### config.mk
export PLATFORM = sky130hd
export DESIGN_NAME = serial_add_sched
export DESIGN_NICKNAME = d
export VERILOG_FILES = /design/src/rtl/serial_add_pkg.sv /design/src/rtl/serial_add_dp.sv /design/src/rtl/serial_add_sched.sv
export SDC_FILE = /design/constraint.sdc
export NUM_CORES = 1
export LEC_CHECK = 0
export ABC_CLOCK_PERIOD_IN_PS = 2580
export CORE_MARGIN = 2
export CORE_UTILIZATION = 45
export CTS_CLUSTER_SIZE = 24
export DETAILED_ROUTE_END_ITERATION = 8
export PLACE_DENSITY = 0.76
export SETUP_SLACK_MARGIN = 0.1
export SKIP_CTS_REPAIR_TIMING = 1
export SYNTH_ARGS = -nofsm -noshare
export SYNTH_HDL_FRONTEND = slang
export SYNTH_HIERARCHICAL = 1
export SYNTH_SLANG_ARGS = --single-unit
export TNS_END_PERCENT = 1
### constraint.sdc
create_clock -name clk -period 2.58 [get_ports clk]
set_clock_uncertainty 0.15 [all_clocks]
set_input_delay 0.516 -clock clk [delete_from_list [all_inputs] [get_ports clk]]
set_output_delay 0.516 -clock clk [all_outputs]
set_load 0.02 [all_outputs]
### src/rtl/serial_add_pkg.sv
// serial_add_pkg: shared types and constants for the serial adder scheduler.
// Optional subtract support is enabled with the SERIAL_ADD_SUB_EN macro.
package serial_add_pkg;

  localparam int DEFAULT_WIDTH = 8;

  typedef enum logic [1:0] {
    IDLE  = 2'd0,
    SHIFT = 2'd1,
    DONE  = 2'd2
  } state_t;

  typedef logic req_id_t;

endpackage

### src/rtl/serial_add_dp.sv
// serial_add_dp: bit-serial add datapath. Operands shift out LSB first, each
// sum bit shifts in at the result MSB, so after WIDTH enabled cycles the
// result register holds the full sum and the carry register the carry-out.
// invert_b/cin_init let the scheduler turn an add into a subtract
// (SERIAL_ADD_SUB_EN builds only).
module serial_add_dp
  import serial_add_pkg::*;
#(
  parameter int WIDTH = DEFAULT_WIDTH
) (
  input  logic             clk,
  input  logic             rst,
  input  logic             load,
  input  logic             enable,
  input  logic             cin_init,
  input  logic             invert_b,
  input  logic [WIDTH-1:0] a_in,
  input  logic [WIDTH-1:0] b_in,
  output logic [WIDTH-1:0] result,
  output logic             carry
);

  logic [WIDTH-1:0] a_q, a_d;
  logic [WIDTH-1:0] b_q, b_d;
  logic [WIDTH-1:0] res_q, res_d;
  logic             carry_q, carry_d;
  logic             b_bit;
  logic             sum_bit;

  // Full adder on the operand LSBs plus held carry; load restarts an operation.
  always_comb begin
    b_bit   = b_q[0] ^ invert_b;
    sum_bit = a_q[0] ^ b_bit ^ carry_q;
    a_d     = a_q;
    b_d     = b_q;
    res_d   = res_q;
    carry_d = carry_q;
    if (load) begin
      a_d     = a_in;
      b_d     = b_in;
      res_d   = '0;
      carry_d = cin_init;
    end else if (enable) begin
      a_d     = a_q >> 1;
      b_d     = b_q >> 1;
      res_d   = {sum_bit, res_q[WIDTH-1:1]};
      carry_d = (a_q[0] & b_bit) | (a_q[0] & carry_q) | (b_bit & carry_q);
    end
  end

  // Datapath registers; cleared on reset so the response reads zero.
  always_ff @(posedge clk) begin
    if (rst) begin
      a_q     <= '0;
      b_q     <= '0;
      res_q   <= '0;
      carry_q <= 1'b0;
    end else begin
      a_q     <= a_d;
      b_q     <= b_d;
      res_q   <= res_d;
      carry_q <= carry_d;
    end
  end

  assign result = res_q;
  assign carry  = carry_q;

endmodule

### src/rtl/serial_add_sched.sv
// serial_add_sched: round-robin arbiter and sequencer in front of one shared
// bit-serial adder. Accepts one operation in IDLE, runs WIDTH shift cycles,
// then holds the result on the rsp port until it is taken.
// Define SERIAL_ADD_SUB_EN to add per-requester subtract inputs.
module serial_add_sched
  import serial_add_pkg::*;
#(
  parameter int WIDTH = DEFAULT_WIDTH
) (
  input  logic             clk,
  input  logic             rst,
  input  logic             req0_valid,
  output logic             req0_ready,
  input  logic [WIDTH-1:0] req0_a,
  input  logic [WIDTH-1:0] req0_b,
  input  logic             req1_valid,
  output logic             req1_ready,
  input  logic [WIDTH-1:0] req1_a,
  input  logic [WIDTH-1:0] req1_b,
`ifdef SERIAL_ADD_SUB_EN
  input  logic             req0_sub,
  input  logic             req1_sub,
`endif
  output logic             rsp_valid,
  input  logic             rsp_ready,
  output logic [WIDTH-1:0] rsp_sum,
  output logic             rsp_cout,
  output logic             rsp_id
);

  localparam int CNT_W = (WIDTH > 1) ? $clog2(WIDTH) : 1;
  localparam logic [CNT_W-1:0] LAST_CNT = CNT_W'(WIDTH - 1);

  state_t           state_q, state_d;
  logic [CNT_W-1:0] cnt_q, cnt_d;
  req_id_t          last_q, last_d;
  req_id_t          id_q, id_d;
  logic             grant0, grant1;
  logic             accept;
  logic             dp_load, dp_en, dp_cin, dp_inv;
  logic [WIDTH-1:0] dp_a, dp_b;
`ifdef SERIAL_ADD_SUB_EN
  logic             sub_q, sub_d;
`endif

  // Arbiter: a lone requester wins; on a tie the one not granted last wins.
  always_comb begin
    grant0     = req0_valid & (~req1_valid | last_q);
    grant1     = req1_valid & (~req0_valid | ~last_q);
    req0_ready = (state_q == IDLE) & grant0 & ~rst;
    req1_ready = (state_q == IDLE) & grant1 & ~rst;
    accept     = req0_ready | req1_ready;
    dp_a       = grant1 ? req1_a : req0_a;
    dp_b       = grant1 ? req1_b : req0_b;
  end

  // Next-state logic for the sequencer, counter and response id.
  always_comb begin
    state_d = state_q;
    cnt_d   = cnt_q;
    last_d  = last_q;
    id_d    = id_q;
    dp_load = 1'b0;
    dp_en   = 1'b0;
    dp_cin  = 1'b0;
`ifdef SERIAL_ADD_SUB_EN
    sub_d   = sub_q;
`endif
    case (state_q)
      IDLE: begin
        if (accept) begin
          state_d = SHIFT;
          cnt_d   = '0;
          last_d  = grant1;
          id_d    = grant1;
          dp_load = 1'b1;
`ifdef SERIAL_ADD_SUB_EN
          sub_d   = grant1 ? req1_sub : req0_sub;
          dp_cin  = sub_d;
`endif
        end
      end
      SHIFT: begin
        dp_en = 1'b1;
        cnt_d = cnt_q + CNT_W'(1);
        if (cnt_q == LAST_CNT) begin
          state_d = DONE;
        end
      end
      DONE: begin
        if (rsp_ready) begin
          state_d = IDLE;
        end
      end
      default: state_d = IDLE;
    endcase
  end

  // Control registers; the pointer resets so requester 0 wins the first tie.
  always_ff @(posedge clk) begin
    if (rst) begin
      state_q <= IDLE;
      cnt_q   <= '0;
      last_q  <= 1'b1;
      id_q    <= 1'b0;
`ifdef SERIAL_ADD_SUB_EN
      sub_q   <= 1'b0;
`endif
    end else begin
      state_q <= state_d;
      cnt_q   <= cnt_d;
      last_q  <= last_d;
      id_q    <= id_d;
`ifdef SERIAL_ADD_SUB_EN
      sub_q   <= sub_d;
`endif
    end
  end

`ifdef SERIAL_ADD_SUB_EN
  assign dp_inv = sub_q;
`else
  assign dp_inv = 1'b0;
`endif

  serial_add_dp #(
    .WIDTH(WIDTH)
  ) u_dp (
    .clk      (clk),
    .rst      (rst),
    .load     (dp_load),
    .enable   (dp_en),
    .cin_init (dp_cin),
    .invert_b (dp_inv),
    .a_in     (dp_a),
    .b_in     (dp_b),
    .result   (rsp_sum),
    .carry    (rsp_cout)
  );

  assign rsp_valid = (state_q == DONE);
  assign rsp_id    = id_q;

endmodule

# Yosys cells after proc, flatten, opt, wreduce, memory -nomap -nowiden
# Cells that the tools add are included.
[classes]
n_div = 0
n_reduce_logical = 7
mul = 0
mux = 15
n_eq_ne = 6
n_bitwise = 20
n_addsub = 1
shifts = 0
n_lt_le_gt_ge = 0
[ops]
columns = ["op", "count"]
rows = [
  ["8-bit 2-to-1 mux", 6],
  ["1-bit bitwise AND", 9],
  ["2-bit 2-to-1 mux", 3],
  ["2-bit case mux with 3 select lines", 1],
  ["3-bit case mux with 2 select lines", 1],
  ["1-bit bitwise OR", 5],
  ["2-bit != test (second input constant)", 2],
  ["1-bit inverter", 4],
  ["2-bit AND reduction", 2],
  ["2-bit nonzero test", 2],
  ["3-bit by 1-bit adder with 3-bit output (second input constant)", 1],
  ["3-bit equality test (second input constant)", 1],
  ["1-bit 2-to-1 mux", 3],
  ["3-bit 2-to-1 mux", 1],
  ["3-bit AND reduction", 1],
  ["2-bit by 1-bit equality test with 1-bit output (second input constant)", 1],
  ["2-bit equality test (second input constant)", 1],
  ["2-bit logical NOT", 1],
  ["2-bit by 1-bit != test with 1-bit output (second input constant)", 1],
  ["2-bit OR reduction", 1],
  ["1-bit bitwise XOR", 2],
]
[totals]
wordCells = 57
mem_bits_rw = 0
memories = 0
output_inout_bits = 13
latchBits = 0
mem_bits_ro = 0
input_bits = 37
reg_bits = 32

# Depth between registers and ports, before layout
# Gate-level depths: netlist (run 1).
[logic_depth]
ltp_word = 9
depth_mapped = 7
depth_no_buf = 4

# By module
# The synthesis (run 1) kept the hierarchy.
[by_module_without_submodules]
columns = ["module", "n_inst", "seq_area_each_um2", "area_each_um2", "cells_each"]
rows = [
  ["serial_add_dp", 1, 500.5, 1131.1, 108],
  ["serial_add_sched", 1, 140.1, 653.1, 62],
]

# Worst setup path after synthesis (run 1)
# Ideal clock, no wire load.
[synth_timing]
kind = "input -> output"
startpoint = "in req0_valid"
endpoint = "out req1_ready"
setup_slack_ns = 0.595
n_path_buf = 2
arrival_ns = 1.319
stages = 4
required_time_ns = 1.914
path_cell_list = "buf_4 > a21boi_4 > buf_12 > and2_2"
[synth_between]
elab_chain_len = 5
[synth_lines]
columns = ["item", "line_no", "text"]
rows = [
  ["start: declaration", "serial_add_sched.sv:12", "input logic req0_valid,"],
  ["1-bit inverter", "serial_add_sched.sv:49", "grant1 = req1_valid & (~req0_valid | ~last_q);"],
  ["1-bit bitwise OR", "serial_add_sched.sv:49", ""],
  ["1-bit bitwise AND", "serial_add_sched.sv:49", ""],
  ["1-bit bitwise AND (2 in series)", "serial_add_sched.sv:51", "req1_ready = (state_q == IDLE) & grant1 & ~rst;"],
  ["end: declaration", "serial_add_sched.sv:17", "output logic req1_ready,"],
]
# Every way passes these cells.

# Final worst setup path (run 1)
[layout_timing]
startpoint = "in rst"
endpoint = "out req1_ready"
[layout_between]
elab_chain_len = 2
[layout_lines]
columns = ["item", "line_no", "text"]
rows = [
  ["start: declaration", "serial_add_sched.sv:11", "input logic rst,"],
  ["1-bit inverter", "serial_add_sched.sv:51", ""],
  ["1-bit bitwise AND", "serial_add_sched.sv:51", ""],
]
# Every way passes these cells.

==> summary.txt, run 1 <==
Outcome
  – Status: complete, no violations

Setup path
  – CP endpoint kind: output port
  – Startpoint Class: primary input
  – Crit path arrival time: 1.68 ns
  – Worst EP required: 1.91 ns
  – Reg2Reg Setup Slack: 0.85 ns
  – Peak fanout along the critical path: 4
  – Crit Path Class: primary input to output port

Yosys
  – Syn Area/Cell: 10.5 um^2
  – Post-synth top area cell: dfxtp_1
  – Count leader, synth: dfxtp_1
  – Distinct cell type count of the synthesized netlist: 42
  – Post-synthesis sequential area ratio: 35.9%
  – Mapped cell area: 1780 um^2
  – Cells after Synth: 170
  – Area contributors post-synth: dfxtp_1 36%, mux2i_1 12%, mux2_4 6.7%
  – Async S/R FF share, synth: 0%
  – Synth warnings: 6
  – Post-synth EDFFs: 0
  – Most used DFF post-synth: dfxtp_1
  – Commonest cells in the netlist: 32 x dfxtp_1, 21 x mux2i_1, 16 x nor2b_1
  – Flops & latches, synth: 32
  – Top-area cell type share of the netlist area: 35.9%

Power
  – Sw frac: 24.5%
  – VDD IR max: 313 uV
  – Sw Pwr: 290 uW
  – Cell Pwr Density: 489 nW/um^2
  – P_leak: 0.977 nW
  – Internal: 894 uW
  – Combinational Power Share: 21.3%
  – Clock share of power: 32.8%
  – Seq pwr share: 45.9%

Clocking
  – Clock latency on the worst-skew pair: 0.28 ns
  – Htree depth: 2
  – CTS Buf Count: 5
  – # clock sinks: 32
  – Clock Tree Root: clkbuf_8
  – CTS Buffer Depth: 2
  – CTS tree: yes
  – Clk slew on worst S/H paths: 0.06 ns

Layout
  – Layout cells sized above 1: 19.8%
  – # nets final: 266
  – Non-filler cells in the finished layout: 275
  – Area growth syn-to-layout: 35.7%
  – Ant. Diodes: 0

Detailed routing
  – Detailed router's first-iteration violation count: 46
  – Vias: 1435
  – DRC viols: 0
  – DR WL/cell: 12.9 um
  – DRT Wirelength: 3540 um
  – Antenna viol nets, final: 0
  – Via-to-Cell Ratio: 5.22
  – TritonRoute pass-1 iters: 4

STA
  – Final Setup Violations: 0
  – Final min period: 2.35 ns
  – RSZ-0062 raised after global routing: no
  – Fin crit share: 90.9%
  – Slew Viols, Final: 0
  – Max Fclk: 0.426 GHz
  – Final setup margin: 0.234 ns
  – Final hold vios: 0

Global routing
  – Largest net degree at the start of global routing: 29
  – Vias in the first global route: 1324
  – Antenna violations before repair: 0
  – Total GRT Usage: 17.7%
  – Remaining global-route overflow: 0
  – Global-route wire length before repair: 5920 um

Place
  – DP HPWL: 2620 um
  – Dpl ws: -0.231 ns
  – Cells after DPL: 267
  – IO buf count: 49
  – Gp weighted congestion: 0.797

Floorplanning
  – Starting Density: 47.7%
  – # rows: 22
  – Total I/O pin count: 50
  – CORE AREA: 3740 um^2
  – Die Ht: 67.0 um
  – Die area: 4480 um^2
  – Die W: 67.0 um

Run
  – Max Cap Viol: 0

Hold path
  – HP Class: register to register
==> flip-flops by register name, summed over array words and instances, names as in the netlist <==
signal / count
u_dp/b_q: 8
state_q: 2
u_dp/result: 8
cnt_q: 3
rsp_id: 1
last_q: 1
u_dp/carry: 1
u_dp/a_q: 8
==> critical path: stages <==
cell	delay, ns
clkdlybuf4s50_1	0.44
nor3_2	0.24
and2_2	0.21
dlymetal6s2s_1	0.27
==> cell usage in the layout, fill, tap and decap left out, types with 6 or more instances in the layout <==
master / Yosys / routed
clkdlybuf4s50_1: 0 / 47
dfxtp_1: 32 / 32
mux2i_1: 21 / 21
nor2b_1: 16 / 15
a211oi_1: 14 / 14
buf_4: 2 / 12
nor2_1: 10 / 10
mux2_4: 8 / 8
mux2_2: 8 / 8
clkbuf_8: 0 / 6
==> worst paths after layout <==
path	depth (start not counted)	startpoint	endpoint
worst max-delay path	4	rst	req1_ready
worst min-delay path	1	rsp_id	rsp_id
worst max register to register	5	state_q[1]	u_dp/b_q[3]
worst min register to register	1	rsp_id	rsp_id
==> per-stage QoR <==
stage / power (mW) / cell area [um^2] / setup TNS, ns / hold slack, ns / utilization, %
floorplan: 0.715 / 1790 / 0 / 0.298 / -
global placement: 0.797 / 2320 / -0.168 / 0.324 / 62.0
detailed placement: 0.807 / 2320 / -0.430 / 0.338 / 62.0
CTS: 1.20 / 2410 / -0.432 / 0.353 / 64.4
global route: 1.25 / 2420 / 0 / 0.375 / 64.7
finish: 1.18 / 2420 / 0 / 0.346 / 64.7
==> power groups by stage <==
stage               registers [mW]  clock network (mW)  logic (mW)
floorplan                    0.555                   0       0.159
global route                 0.547               0.424       0.276
detailed placement           0.554                   0       0.253
finish                       0.543               0.389       0.252
CTS                          0.543               0.402       0.254
global placement             0.552                   0       0.245
==> metal layers <==
layer	global-route usage [%]	vias up	routed length, um
li1	-	719	-
met1	20.2	664	1530
met2	28.6	42	1700
met3	6.42	10	186
met4	9.69	0	123
met5	0	-	0
==> logic make-up (layout without fill, tap and decap cells) <==
| logic type | after synthesis | count (layout) | synth area share (%) |
|---|---|---|---|
| simple gates | 52 | 52 | 18.1 |
| mux | 37 | 37 | 23.6 |
| flops | 32 | 32 | 35.9 |
| compound gates | 27 | 27 | 12.2 |
| buf+inv | 17 | 73 | 7.01 |
| fa+ha+maj | 3 | 3 | 2.52 |
| other cells | 1 | 2 | 0.210 |
| xor+xnor | 1 | 1 | 0.491 |
==> final cells by class <==
class | instances | area, um^2
clock buffers | 8 | 90.1
fillers | 324 | 1320
inverters | 4 | 15.0
multi-input cells | 122 | 1030
flip-flops and latches | 32 | 641
well taps | 48 | 60.1
repair buffers | 61 | 586
Note: power is estimated with default switching activity, not from simulation.
==> inputs of run 2 (changes only) <==
--- a/config.mk
+++ b/config.mk
@@ -6,7 +6,7 @@
 export NUM_CORES = 1
 export LEC_CHECK = 0
 export ABC_CLOCK_PERIOD_IN_PS = 2580
-export CORE_MARGIN = 2
+export CORE_MARGIN = 3
 export CORE_UTILIZATION = 45
 export CTS_CLUSTER_SIZE = 24
 export DETAILED_ROUTE_END_ITERATION = 8
==> summary.txt, run 2 (synthesized netlist as in run 1, its figures left out) <==
Floorplanning
  – CORE AREA: 3740 um^2
  – Die W: 69.0 um
  – Starting Density: 47.7%
  – Total I/O pin count: 50
  – Die Ht: 69.0 um
  – Die area: 4760 um^2
  – # rows: 22

Place
  – Gp weighted congestion: 0.753
  – DP HPWL: 2650 um
  – Cells after DPL: 267
  – IO buf count: 49

Global routing
  – Met2 usage: 29.6%
  – Vias in the first global route: 1379
  – Grt met3 use: 6.16%
  – M1 GR Usage: 18.6%
  – Largest net degree at the start of global routing: 29
  – GRT busiest layer: met2
  – Total GRT Usage: 17.1%
  – Global-route wire length before repair: 6010 um
  – Remaining global-route overflow: 0
  – Antenna violations before repair: 0

Power
  – P_leak: 0.972 nW
  – Internal: 860 uW
  – Seq pwr share: 47.4%
  – Cell Pwr Density: 475 nW/um^2
  – Sw frac: 25.1%
  – Combinational Power Share: 22.1%
  – Clock share of power: 30.5%
  – VDD IR max: 271 uV
  – Sw Pwr: 288 uW

Setup path
  – CP endpoint kind: output port
  – Peak fanout along the critical path: 4
  – Startpoint Class: primary input
  – Crit path arrival time: 1.65 ns
  – Worst EP required: 1.91 ns
  – Crit Path Class: primary input to output port

Detailed routing
  – TritonRoute pass-1 iters: 4
  – DRC viols: 0
  – DR WL/cell: 13.0 um
  – Vias: 1435
  – Detailed router's first-iteration violation count: 32
  – DRT Wirelength: 3560 um
  – Antenna viol nets, final: 0
  – Via-to-Cell Ratio: 5.24

STA
  – RSZ-0062 raised after global routing: no
  – Slew Viols, Final: 0
  – Setup TNS: 0 ns
  – Fin crit share: 89.7%
  – Max Fclk: 0.432 GHz
  – Final min period: 2.31 ns
  – Final Setup Violations: 0
  – Final hold vios: 0

Layout
  – Non-filler cells in the finished layout: 274
  – Ant. Diodes: 0
  – # nets final: 266
  – Most common cell after layout, fill and taps aside: clkdlybuf4s50_1
  – Area growth syn-to-layout: 35.3%
  – Layout cells sized above 1: 19.9%
  – Most frequent cells in the layout: 47 x clkdlybuf4s50_1, 32 x dfxtp_1, 21 x mux2i_1

Clocking
  – Htree depth: 2
  – CTS Buffer Depth: 2
  – CTS Buf Count: 5
  – Clock latency on the worst-skew pair: 0.28 ns
  – CTS tree: yes
  – # clock sinks: 32
  – Clk slew on worst S/H paths: 0.06 ns
  – Clock Tree Root: clkbuf_8

Outcome
  – Status: complete, no violations

Hold path
  – HP Class: register to register

Run
  – Max Cap Viol: 0
[run 2: cell types whose count changed in the layout (fill, tap and decap cells not counted), sizes merged]
cell	before	now
clkbuf	8	6
clkinv	0	1
[run 2: cell type report]
class	instances	area (um^2)
fillers	305	1330
multi-input cells	122	1040
flip-flops and latches	32	641
repair buffers	61	586
clock buffers	6	72.6
well taps	48	60.1
inverters	4	15.0
clock inverters	1	5.00
[run 2: worst max-delay path, cell delays in order]
cell	delay, ns
clkdlybuf4s50_1	0.53
or2b_1	0.24
and3_1	0.17
dlymetal6s2s_1	0.20
[run 2: power groups by stage]
stage	logic, mW	registers (mW)	clock network [mW]
after floorplan	0.159	0.555	0
final	0.254	0.544	0.350
after CTS	0.255	0.543	0.363
after detailed placement	0.254	0.554	0
after global routing	0.278	0.548	0.386
after global placement	0.245	0.552	0
[run 2: stage by stage]
stage | hold slack, ns | util [%] | worst slack (ns) | instance area, um^2 | power, mW
after CTS | 0.360 | 64.1 | -0.164 | 2400 | 1.16
after floorplan | 0.298 | - | 0.595 | 1790 | 0.715
after detailed placement | 0.346 | 62.0 | -0.155 | 2320 | 0.808
after global placement | 0.326 | 62.0 | -0.0873 | 2320 | 0.797
final | 0.357 | 64.5 | 0.267 | 2410 | 1.15
after global routing | 0.395 | 64.5 | 0.196 | 2410 | 1.21
[run 2: path summary, 6_finish.rpt]
kind	cells past startpoint	to	slack, ns	from
max	4	req0_ready	0.27	req1_valid
min	2	cnt_q[1]	0.36	cnt_q[1]
max reg2reg	5	u_dp/b_q[3]	0.78	state_q[1]
min reg2reg	2	cnt_q[1]	0.36	cnt_q[1]
[run 2: metal layers]
metal  up-vias  part of all wire [%]
li1        716                     -
met1       677                    42
met2        33                    51
met3         9                   4.7
met4         0                   2.0
met5         -                     0
==> inputs of run 3 (changes only) <==
--- a/config.mk
+++ b/config.mk
@@ -6,6 +6,7 @@
 export NUM_CORES = 1
 export LEC_CHECK = 0
 export ABC_CLOCK_PERIOD_IN_PS = 2580
+export CORE_ASPECT_RATIO = 1.2
 export CORE_MARGIN = 3
 export CORE_UTILIZATION = 45
 export CTS_CLUSTER_SIZE = 24
==> summary.txt, run 3 (synthesized netlist as in run 1, its figures left out) <==
Layout
  – Most common cell after layout, fill and taps aside: clkdlybuf4s50_1
  – Layout cells sized above 1: 20.7%
  – Area growth syn-to-layout: 37.2%
  – Most frequent cells in the layout: 47 x clkdlybuf4s50_1, 32 x dfxtp_1, 21 x mux2i_1
  – Fill count: 327
  – Ant. Diodes: 0
  – # nets final: 266

Place
  – IO buf count: 49
  – Dpl ws: -0.0995 ns
  – Gp weighted congestion: 0.734
  – DP HPWL: 2960 um

STA
  – Fin crit share: 88.8%
  – RSZ-0062 raised after global routing: no
  – Final Setup Violations: 0
  – Max Fclk: 0.436 GHz
  – Final min period: 2.29 ns
  – Worst hold slack: 0.346 ns
  – Final setup margin: 0.288 ns
  – Slew Viols, Final: 0
  – Final hold vios: 0

Setup path
  – Slowest CP cell: clkdlybuf4s50_1
  – Buf/Inv on CP: 2
  – Crit. path cell count: 4
  – CP cell instances: clkdlybuf4s50_1, or2b_1, and3_1, dlymetal6s2s_1
  – Setup crit end: req0_ready
  – Slowest cell delay on critical path: 0.50 ns
  – Worst EP required: 1.91 ns
  – CP endpoint kind: output port
  – Crit Path Class: primary input to output port
  – Cell class contributing the biggest share of worst-path delay: buffers and inverters
  – Reg2Reg Setup Slack: 0.83 ns
  – Peak fanout along the critical path: 3
  – CP startpoint: req1_valid
  – Startpoint Class: primary input
  – Reg2reg end: u_dp/b_q[0]
  – Crit path arrival time: 1.63 ns
  – Worst Reg-to-Reg Cells: 5
  – Worst reg2reg path startpoint: state_q[1]

Hold path
  – Hold path start: u_dp/result[0]
  – HP Class: register to register

Global routing
  – Vias in the first global route: 1543
  – Global-route wire length before repair: 6610 um
  – Remaining global-route overflow: 0
  – Largest net degree at the start of global routing: 25
  – Total GRT Usage: 18.0%
  – Antenna violations before repair: 0

Power
  – Seq pwr share: 42.7%
  – Cell Pwr Density: 520 nW/um^2
  – VDD IR max: 263 uV
  – Sw frac: 24.4%
  – Sw Pwr: 310 uW
  – Combinational Power Share: 20.2%
  – Clock share of power: 37.1%
  – P_leak: 0.985 nW
  – Internal: 962 uW

Floorplanning
  – # rows: 24
  – Total I/O pin count: 50
  – Die W: 63.5 um
  – Die area: 4760 um^2
  – Die Ht: 75.0 um
  – CORE AREA: 3720 um^2
  – Starting Density: 47.9%

Run
  – Max Cap Viol: 0

Detailed routing
  – Antenna viol nets, final: 0
  – TritonRoute pass-1 iters: 4
  – DRC viols: 0
  – DR WL/cell: 14.3 um
  – Detailed router's first-iteration violation count: 49
  – DRT Wirelength: 3990 um
  – Vias: 1444
  – Via-to-Cell Ratio: 5.18

Clocking
  – CTS Buffer Depth: 2
  – Htree depth: 2
  – # clock sinks: 32
  – CTS tree: yes
  – CTS Buf Count: 5
  – Clock latency on the worst-skew pair: 0.29 ns
  – Clk slew on worst S/H paths: 0.07 ns
  – Clock Tree Root: clkbuf_8

Outcome
  – Status: complete, no violations
## run 3: cell count changes in the layout (fill, tap and decap cells not counted), sizes merged
cell,delta
clkinvlp,+1
bufinv,+1
clkbuf,-1
## run 3: worst min path at each step
| stage | slack (ns) | endpoint | cells after the start |
|---|---|---|---|
| 2_1_floorplan | 0.30 | cnt_q[2] | 2 |
| 3_3_place_gp | 0.33 | cnt_q[2] | 2 |
| 3_5_place_dp | 0.34 | u_dp/result[0] | 2 |
| 4_1_cts | 0.35 | cnt_q[2] | 2 |
| 5_1_grt | 0.37 | cnt_q[2] | 2 |
| 6_report | 0.35 | u_dp/result[0] | 2 |
## run 3: metal layers
layer	GRT usage, %	vias up	wire length, um
li1	-	712	-
met1	17.6	685	1520
met2	34.9	38	2180
met3	5.97	9	201
met4	7.43	0	83
met5	0	-	0
## run 3: worst reg2reg max path, cell delays in order (launching register included)
cell and delay [ns]:
dfxtp_1 0.33, nor3_2 0.22, buf_4 0.15, o21a_1 0.23, inv_1 0.27, a211oi_1 0.30
## run 3: metrics by stage
stage | util, % | cell area [um^2] | instances | power [mW] | TNS [ns]
after floorplan | - | 1790 | 171 | 0.715 | 0
after global placement | 62.5 | 2330 | 271 | 0.799 | -0.131
after detailed placement | 62.5 | 2330 | 271 | 0.811 | -0.192
after CTS | 65.5 | 2440 | 279 | 1.29 | -0.203
after global routing | 65.7 | 2450 | 279 | 1.33 | 0
final | 65.7 | 2450 | 279 | 1.27 | 0
## run 3: layout make-up
cell class / instances / area [um^2] / area share (%)
Clock inverter: 3 / 42.5 / 1.74
Timing Repair Buffer: 61 / 586 / 23.9
Multi-Input combinational cell: 122 / 1030 / 42.1
Inverter: 4 / 15.0 / 0.613
Tap cell: 52 / 65.1 / 2.66
Clock buffer: 5 / 68.8 / 2.81
Sequential cell: 32 / 641 / 26.2
## run 3: power by group through the flow
stage	sequential [mW]	clock [mW]	combinational (mW)
detailed placement	0.554	0	0.258
global placement	0.552	0	0.247
global route	0.547	0.505	0.280
floorplan	0.555	0	0.159
CTS	0.543	0.486	0.259
finish	0.543	0.472	0.257
